**src/rtl/dcache_responder_pkg.sv**
```systemverilog
// Shared types for the memory-stage data cache: word and RAM handshake types,
// cache FSM states and the per-frame record.
package dcache_responder_pkg;

    typedef logic [31:0] word_t;

    typedef enum logic [1:0] {
        FREE   = 2'd0,
        BUSY   = 2'd1,
        ACCESS = 2'd2,
        ERROR  = 2'd3
    } ramstate_t;

    typedef enum logic [2:0] {
        IDLE  = 3'd0,
        FILL  = 3'd1,
        WRITE = 3'd2,
        FLUSH = 3'd3,
        DONE  = 3'd4
    } dcache_state_t;

    // Tag field sized for the smallest legal cache (2 sets); narrower tags are zero-extended.
    localparam int MAX_TAGW = 29;

    typedef struct packed {
        logic                valid;
        logic [MAX_TAGW-1:0] tag;
        word_t               data;
    } dcache_frame_t;

endpackage

```
**src/rtl/dcache_frame_array.sv**
```systemverilog
// SETS-entry frame store: combinational read port, one synchronous write port,
// single-cycle invalidate of every valid bit. No backpressure.
module dcache_frame_array
    import dcache_responder_pkg::*;
#(
    parameter int SETS = 16,
    localparam int IDXW = $clog2(SETS)
) (
    input  logic            CLK,
    input  logic            nRST,
    input  logic [IDXW-1:0] ridx,
    output dcache_frame_t   rframe,
    input  logic            we,
    input  logic [IDXW-1:0] widx,
    input  dcache_frame_t   wframe,
    input  logic            invalidate_all
);

    logic [SETS-1:0]     valid;
    logic [MAX_TAGW-1:0] tags  [SETS];
    word_t               datas [SETS];

    always_ff @(posedge CLK or negedge nRST) begin
        if (!nRST) begin
            valid <= '0;
        end else if (invalidate_all) begin
            valid <= '0;
        end else if (we) begin
            valid[widx] <= wframe.valid;
        end
    end

    // Tag and data need no reset: they are qualified by the valid bit.
    always_ff @(posedge CLK) begin
        if (we) begin
            tags[widx]  <= wframe.tag;
            datas[widx] <= wframe.data;
        end
    end

    always_comb begin
        rframe.valid = valid[ridx];
        rframe.tag   = tags[ridx];
        rframe.data  = datas[ridx];
    end

endmodule

```
**src/rtl/dcache_responder.sv**
```systemverilog
// Direct-mapped write-through, no-write-allocate data cache; load hits complete in 0 cycles,
// misses and all stores wait on the RAM arbiter until ACCESS. Requester holds request until dhit.
module dcache_responder
    import dcache_responder_pkg::*;
#(
    parameter int SETS = 16
) (
    input  logic        CLK,
    input  logic        nRST,
    input  logic        dmemREN,
    input  logic        dmemWEN,
    input  logic [31:0] dmemaddr,
    input  logic [31:0] dmemstore,
    output logic [31:0] dmemload,
    output logic        dhit,
    input  logic        halt,
    output logic        flushed,
    output logic        ramREN,
    output logic        ramWEN,
    output logic [31:0] ramaddr,
    output logic [31:0] ramstore,
    input  logic [31:0] ramload,
    input  logic [1:0]  ramstate
);

    localparam int IDXW = $clog2(SETS);
    localparam int TAGW = 30 - IDXW;

    dcache_state_t       state, next_state;
    logic [IDXW-1:0]     idx;
    logic [MAX_TAGW-1:0] tag;
    dcache_frame_t       rframe, wframe;
    logic                hit, fa_we, invalidate_all, ram_access;
    logic                addr_unused;

    assign idx         = dmemaddr[2+IDXW-1:2];
    assign tag         = MAX_TAGW'(dmemaddr[31:2+IDXW]);
    assign hit         = rframe.valid && (rframe.tag == tag);
    assign ram_access  = (ramstate_t'(ramstate) == ACCESS);
    assign addr_unused = ^dmemaddr[1:0];

    dcache_frame_array #(.SETS(SETS)) u_frames (
        .CLK            (CLK),
        .nRST           (nRST),
        .ridx           (idx),
        .rframe         (rframe),
        .we             (fa_we),
        .widx           (idx),
        .wframe         (wframe),
        .invalidate_all (invalidate_all)
    );

    always_ff @(posedge CLK or negedge nRST) begin
        if (!nRST) begin
            state <= IDLE;
        end else begin
            state <= next_state;
        end
    end

    always_comb begin
        next_state     = state;
        dhit           = 1'b0;
        dmemload       = '0;
        ramREN         = 1'b0;
        ramWEN         = 1'b0;
        ramaddr        = '0;
        ramstore       = '0;
        fa_we          = 1'b0;
        invalidate_all = 1'b0;
        wframe         = '{valid: 1'b1, tag: tag, data: ramload};
        flushed        = (state == DONE);

        unique case (state)
            IDLE: begin
                // A pending request wins over halt; a store wins over a simultaneous load.
                if (dmemWEN) begin
                    next_state = WRITE;
                end else if (dmemREN) begin
                    if (hit) begin
                        dhit     = 1'b1;
                        dmemload = rframe.data;
                    end else begin
                        next_state = FILL;
                    end
                end else if (halt) begin
                    next_state = FLUSH;
                end
            end
            FILL: begin
                if (!dmemREN) begin
                    next_state = IDLE;
                end else begin
                    ramREN  = 1'b1;
                    ramaddr = {dmemaddr[31:2], 2'b00};
                    if (ram_access) begin
                        dhit       = 1'b1;
                        dmemload   = ramload;
                        fa_we      = 1'b1;
                        next_state = IDLE;
                    end
                end
            end
            WRITE: begin
                if (!dmemWEN) begin
                    next_state = IDLE;
                end else begin
                    ramWEN   = 1'b1;
                    ramaddr  = {dmemaddr[31:2], 2'b00};
                    ramstore = dmemstore;
                    if (ram_access) begin
                        dhit        = 1'b1;
                        fa_we       = hit;
                        wframe.data = dmemstore;
                        next_state  = IDLE;
                    end
                end
            end
            FLUSH: begin
                invalidate_all = 1'b1;
                next_state     = DONE;
            end
            DONE: begin
                next_state = DONE;
            end
            default: begin
                next_state = IDLE;
            end
        endcase
    end

endmodule
```
**config.mk**
```make
export PLATFORM = sky130hd
export DESIGN_NAME = dcache_responder
export DESIGN_NICKNAME = d
export VERILOG_FILES = /design/src/rtl/dcache_responder_pkg.sv /design/src/rtl/dcache_frame_array.sv /design/src/rtl/dcache_responder.sv
export SDC_FILE = /design/constraint.sdc
export NUM_CORES = 1
export LEC_CHECK = 0
export ABC_CLOCK_PERIOD_IN_PS = 7900
export CAP_MARGIN = 20
export CORE_MARGIN = 2
export CORE_UTILIZATION = 55
export CTS_CLUSTER_SIZE = 20
export DETAILED_ROUTE_END_ITERATION = 10
export PLACE_DENSITY = 0.76
export SLEW_MARGIN = 5
export SYNTH_ARGS = -nofsm -noshare
export SYNTH_HDL_FRONTEND = slang
export SYNTH_HIERARCHICAL = 1
export SYNTH_SLANG_ARGS = --single-unit
```
**constraint.sdc**
```tcl
create_clock -name CLK -period 7.9 [get_ports CLK]
set_clock_uncertainty 0.05 [all_clocks]
set_input_delay 1.185 -clock CLK [delete_from_list [all_inputs] [get_ports CLK]]
set_output_delay 1.185 -clock CLK [all_outputs]
set_load 0.02 [all_outputs]
```
==> impl_metrics.csv, run 1 <==
group,metric,value,unit
routing,dr_wl_met3,7.573,mm
routing,wl_met1,34.07,mm
synthesis,syn_area,39160,um2
place,io_buffers,198,
routing,vias,19850,
synthesis,yosysWarnings,6,
routing,drc,0,
timing,slew_viol_final,0,
critical_path,critPathMaxFanout,35,
floorplan,ios,203,
timing,fmax,0.1421,GHz
routing,dr_wl_met2,43.95,mm
synthesis,yosys.cell_types.count,44,
floorplan,fp.dieW,270.8,um
cells_and_area,syn_to_final_growth,17.24,%
clock_network,clkLatencyLatePin,650,ps
place,post-place-cells,2956,
critical_path,cp_slowest_cell,"clkdlybuf4s50_1",
critical_path,critical_path_required,6660,ps
routing,wl_per_cell,28.04,um
synthesis,ys_top_cells_by_area,"edfxtp_1, mux4_2, a22oi_1",
routing,top_layer,"met4",
synthesis,syn_avg_cell_area,21.55,um2
pwr,ir_drop,0.2246,mV
routing,routed_wirelength,87.79,mm
synthesis,synthTopCellsByCount,"edfxtp_1, mux4_2, a22oi_1, nand2_1, and2_1",
place,place_ws,918.6,ps
cells_and_area,fill_cells,4345,
clock_network,post_cts_buffers,0,
pwr,comb_power_share,0.082,
timing,relSlewSlack,0.2503,
place,gp_congestion,0.7717,
synthesis,syn_inst,1817,
floorplan,fp.dieArea,73350,um2
pwr,p_seq_frac,0.524,
critical_path,crit_chain,"clkdlybuf4s50_1, nor2b_4, buf_4, buf_4, a22oi_1, nand2_1, xnor2_1, nand4_1, nor4_4, buf_12, a32o_1, clkdlybuf4s50_1",
synthesis,synth_flop_cell,"edfxtp_1",
timing,period_minus_slack,7039,ps
critical_path,crit_type,"primary input to output pin",
global_routing,grt_usage,0.2410,
global_routing,antenna_found_initial,0,
clock_network,cts_buffer_depth,3,
clock_network,cts_sinks,995,
timing,timing.final.crit_share,0.8910,
timing,finalHoldViolCount,0,
synthesis,seq_area_frac_synth,0.7605,
floorplan,coreArea,70270,um2
floorplan,dieHeight,270.8,um
pwr,internal-power,8.794,mW
pwr,p_leak,14.77,nW
floorplan,initial_core_util,0.5573,
timing,worstMarginPinSlew,1125,ps
global_routing,grt_pass1_wl,130.2,mm
clock_network,htreeDepth,3,
synthesis,ys_ff_latch,995,
outcome,status,"complete, no violations",
global_routing,overflow,0,
critical_path,crit_buf_inv,5,
cells_and_area,drive_gt1_frac,0.2461,
clock_network,cts_tree,"done",
cells_and_area,final_nets,2218,
timing,setup_viol,0,
clock_network,cts_buffers,95,
synthesis,synth_top_area_frac,0.7484,
global_routing,grt_pass1_vias,20560,
hold_path,hp-class,"flip-flop to flip-flop",
timing,setup_slack,861.3,ps
synthesis,synth_edf_count,976,
place,dp_hpwl,46.44,mm
timing,rsz0062_at_grt,"no",
cells_and_area,fin_util,0.6534,
critical_path,crit_path_end_kind,"output pin",
clock_network,cts_resized,0,
pwr,switching_share,0.2147,
timing,hold_slack,491.7,ps
job,max-cap-violations,0,
timing,fin_tns_setup,0,ps
critical_path,crit_path_max_incr_delay,840,ps
pwr,powerDensity,243.9,nW/um2
clock_network,clk_pin_slew,60,ps
synthesis,async_flop_share,0.01910,
critical_path,startpoint_type,"primary input",
synthesis,post-synth-top-area-cell,"edfxtp_1",
synthesis,yosysMostFrequentCell,"edfxtp_1",
routing,firstDrtPassIters,5,
pwr,power.switching,2.405,mW
critical_path,cp_top_family,"buffers and inverters",
pwr,clkPwrFrac,0.395,
routing,drt_iter0_drc,2282,
global_routing,grt_max_degree,117,
clock_network,ctsHoldBuffers,0,
routing,vias_per_cell,6.338,
critical_path,cp.arrival,5800,ps
clock_network,cts_root_buf,"clkbuf_16",
routing,ant_nets,0,
cells_and_area,final_cells,3131,
floorplan,rows,97,
==> cell usage in the layout, fill, tap and decap left out, types with 27 or more instances in the layout <==
| cell type | n |
|---|---|
| edfxtp_1 | 976 |
| mux4_2 | 248 |
| clkdlybuf4s50_1 | 196 |
| a22oi_1 | 124 |
| clkbuf_16 | 99 |
| nand2_1 | 65 |
| and2_1 | 61 |
| conb_1 | 51 |
| buf_4 | 45 |
| a32o_2 | 28 |
| mux2_2 | 27 |
==> final cells by class <==
class / instances / area [um2] / area share
flip-flops and latches: 995 / 29780 / 0.6487
multi-input cells: 756 / 9116 / 0.1985
repair buffers: 266 / 2789 / 0.06074
clock buffers: 120 / 2576 / 0.05611
well taps: 940 / 1176 / 0.02562
clock inverters: 52 / 467.9 / 0.01019
inverters: 1 / 3.754 / 0.00008175
diodes: 1 / 2.502 / 0.00005450
==> worst reg2reg max path: stages, from the launching register on <==
cell      delay [ps]
edfxtp_1         360
mux4_2           460
a22oi_1          200
nand2_1          100
xor2_1           190
nor4_1           680
nand4_1          280
nor4_4           260
buf_12           290
a21o_2           240
or3b_2           630
nor2_4           460
buf_12           310
==> power by group through the flow <==
stage          combinational [mW]  sequential (mW)  clock, mW
2_1_floorplan               0.526             5.97          0
3_3_place_gp                0.882             5.97          0
3_5_place_dp                0.905             5.97          0
4_1_cts                     0.914             5.86       4.48
5_1_grt                     0.978             5.86       4.68
6_report                    0.917             5.86       4.42
==> state kept, by name (all words and copies together), names as in the netlist <==
signal / count
state: 3
u_frames/datas: 512
u_frames/tags: 464
u_frames/valid: 16
==> cell families (layout without fill, tap and decap cells) <==
logic type	Yosys count	count (layout)	share of synthesized area
multiplexers	280	280	0.1518
AND/OR/NAND/NOR	204	204	0.02792
flip-flops	995	995	0.7605
buffers and inverters	115	439	0.01556
other	2	52	0.0001918
AO/OA/AOI/OAI	195	195	0.03818
XOR/XNOR	26	26	0.005815
==> metal layers <==
layer | GRT usage | vias up
met4 | 0.07677 | 0
met3 | 0.04713 | 144
met2 | 0.3955 | 1057
li1 | - | 8216
met1 | 0.3302 | 10430
met5 | 0 | -
==> per-stage QoR <==
step	total power [mW]	instance area, um2
6_report	11.20	45920
5_1_grt	11.52	45910
4_1_cts	11.26	45870
3_5_place_dp	6.880	42830
3_3_place_gp	6.853	42830
2_1_floorplan	6.496	39350
==> worst paths after layout <==
| check | from | to | slack (ps) | cells after the start |
|---|---|---|---|---|
| setup / recovery | dmemaddr[4] | dmemload[2] | 860 | 12 |
| hold / removal | u_frames/valid[2] | u_frames/valid[2] | 490 | 2 |
| setup reg to reg | u_frames/tags[10][0] | u_frames/tags[4][1] | 3040 | 12 |
| hold reg to reg | u_frames/valid[2] | u_frames/valid[2] | 490 | 2 |
| max in group asynchronous | nRST | u_frames/valid[15] | 6670 | 2 |
| min in group asynchronous | nRST | state[0] | 730 | 1 |
No activity file was read; power rests on OpenSTA's default activity.
==> inputs of run 2 (changes only) <==
CORE_MARGIN = 5   (was 2)
GPL_ROUTABILITY_DRIVEN = 1   (was unset)
==> run 2 against run 1 <==
Power rose by 0.72%. Sequential power barely moved. Die area rose by 4.5%. Cell count rose by 0.22%.
==> impl_metrics.csv, run 2 (synthesized netlist as in run 1, its figures left out) <==
group,metric,value,unit
outcome,status,"complete, no violations",
clock_network,post_cts_buffers,0,
timing,rsz0062_at_grt,"no",
critical_path,ff2ff_setup_slack,3140,ps
hold_path,worstHoldStart,"u_frames/valid[2]",
timing,slew_viol_final,0,
timing,period_minus_slack,6971,ps
routing,vias_per_cell,6.267,
cells_and_area,final_nets,2222,
global_routing,grt_usage,0.2251,
clock_network,cts_buffers,97,
clock_network,cts_sinks,995,
job,max-cap-violations,0,
routing,firstDrtPassIters,6,
timing,fmax,0.1434,GHz
critical_path,startpoint_type,"primary input",
routing,routed_wirelength,86.85,mm
pwr,total_power,11.28,mW
cells_and_area,syn_to_final_growth,17.45,%
place,place_ws,943.5,ps
clock_network,ctsHoldBuffers,0,
place,dp_hpwl,46.32,mm
critical_path,crit_type,"primary input to output pin",
timing,fin_tns_setup,0,ps
timing,worstMarginPinSlew,1102,ps
routing,drt_iter0_drc,2325,
pwr,ir_drop,0.1814,mV
cells_and_area,largest_reg_flops,512,
clock_network,cts_tree,"done",
floorplan,ios,203,
timing,relSlewSlack,0.2639,
floorplan,fp.dieArea,76640,um2
timing,setup_viol,0,
place,gp_congestion,0.7604,
cells_and_area,regMostFlops,"u_frames/datas",
global_routing,grt_max_degree,85,
place,io_buffers,198,
floorplan,coreArea,70270,um2
floorplan,dieHeight,276.8,um
critical_path,critPathMaxFanout,35,
cells_and_area,layout_common_cells,"edfxtp_1, mux4_2, clkdlybuf4s50_1",
clock_network,htreeDepth,3,
global_routing,overflow,0,
routing,vias,19670,
timing,setup_slack,928.8,ps
pwr,p_leak,14.80,nW
timing,timing.final.crit_share,0.8824,
place,dpl-instance-area,42860,um2
global_routing,grt_pass1_wl,130.7,mm
clock_network,cts_root_buf,"clkbuf_16",
critical_path,cp.arrival,5740,ps
critical_path,worstReg2RegEnd,"u_frames/datas[10][26]",
hold_path,hp-class,"flip-flop to flip-flop",
cells_and_area,stdcell_area,46000,um2
hold_path,min_path_cells,2,
floorplan,initial_core_util,0.5573,
clock_network,cts_buffer_depth,3,
routing,wl_per_cell,27.68,um
hold_path,hold-path-endpoint,"u_frames/valid[2]",
critical_path,r2r_start,"u_frames/tags[11][8]",
routing,drc,0,
cells_and_area,drive_gt1_frac,0.2464,
pwr,powerDensity,245.2,nW/um2
cells_and_area,reg_top3,"u_frames/datas: 512 flops, u_frames/tags: 464 flops, u_frames/valid: 16 flops",
cells_and_area,fin_util,0.6546,
cells_and_area,final_common_cell,"edfxtp_1",
floorplan,fp.dieW,276.8,um
timing,finalHoldViolCount,0,
floorplan,rows,97,
global_routing,antenna_found_initial,1,
clock_network,clk_pin_slew,60,ps
critical_path,r2r_cells,12,
global_routing,grt_pass1_vias,20520,
routing,ant_nets,0,
clock_network,clkLatencyLatePin,660,ps
critical_path,critical_path_required,6660,ps
clock_network,cts_resized,0,
critical_path,crit_path_end_kind,"output pin",
==> run 2: cell types whose count changed in the layout (fill, tap and decap cells not counted), moves of 2 or more <==
cell | before | now
clkinv_2 | 18 | 14
inv_6 | 0 | 4
clkbuf_1 | 19 | 22
buf_12 | 21 | 23
bufinv_16 | 8 | 10
clkbuf_8 | 2 | 0
==> run 2: cell type report <==
type | count | area (um2)
Antenna cell | 2 | 5.005
Clock buffer | 120 | 2535
Clock inverter | 56 | 558.0
Fill cell | 4391 | 24270
Inverter | 1 | 3.754
Multi-Input combinational cell | 756 | 9116
Sequential cell | 995 | 29780
Tap cell | 940 | 1176
Timing Repair Buffer | 268 | 2820
==> run 2: per-layer routing <==
metal | share of wire | track usage | up-vias
met5 | 0 | 0 | -
met4 | 0.022 | 0.05479 | 0
met3 | 0.086 | 0.03912 | 142
met2 | 0.50 | 0.3765 | 1083
met1 | 0.39 | 0.3171 | 10230
li1 | - | - | 8213
==> run 2: power by group <==
part / switching (mW) / internal (mW) / total [mW] / leakage (nW)
Sequential: 0.0159 / 5.85 / 5.86 / 9.03
Combinational: 0.531 / 0.385 / 0.916 / 4.27
Clock: 1.89 / 2.61 / 4.50 / 1.50
==> run 2: worst max path at each step <==
stage / depth (start not counted) / end / startpoint / slack, ps
final: 12 / dmemload[31] / dmemaddr[5] / 930
after global routing: 11 / dmemload[4] / dmemaddr[5] / 730
after CTS: 11 / dmemload[4] / dmemaddr[5] / 880
after detailed placement: 11 / dmemload[23] / dmemaddr[5] / 940
after global placement: 13 / u_frames/tags[8][5] / dmemaddr[5] / 950
after floorplan: 15 / u_frames/datas[4][0] / dmemaddr[2] / 450
==> run 2: worst max-delay path, stage by stage <==
cell	delay [ps]
clkdlybuf4s50_1	830
nor2b_4	1050
buf_4	380
a22oi_1	100
nand2_1	130
xor2_1	90
nor3_1	290
nand4_1	270
nor4_4	260
buf_12	280
a32o_1	210
clkdlybuf4s50_1	610
==> run 2: per-stage QoR <==
step           std cells  hold WS [ps]
3_5_place_dp        2957         485.5
2_1_floorplan       1866         447.1
3_3_place_gp        2957         467.3
4_1_cts             3133         495.6
5_1_grt             3136         514.9
6_report            3138         498.9
==> inputs of run 3 (changes only) <==
HOLD_SLACK_MARGIN = 0.06   (was unset)
==> results of run 3 <==
No change in the layout: final DEF, timing and power equal those of run 2.
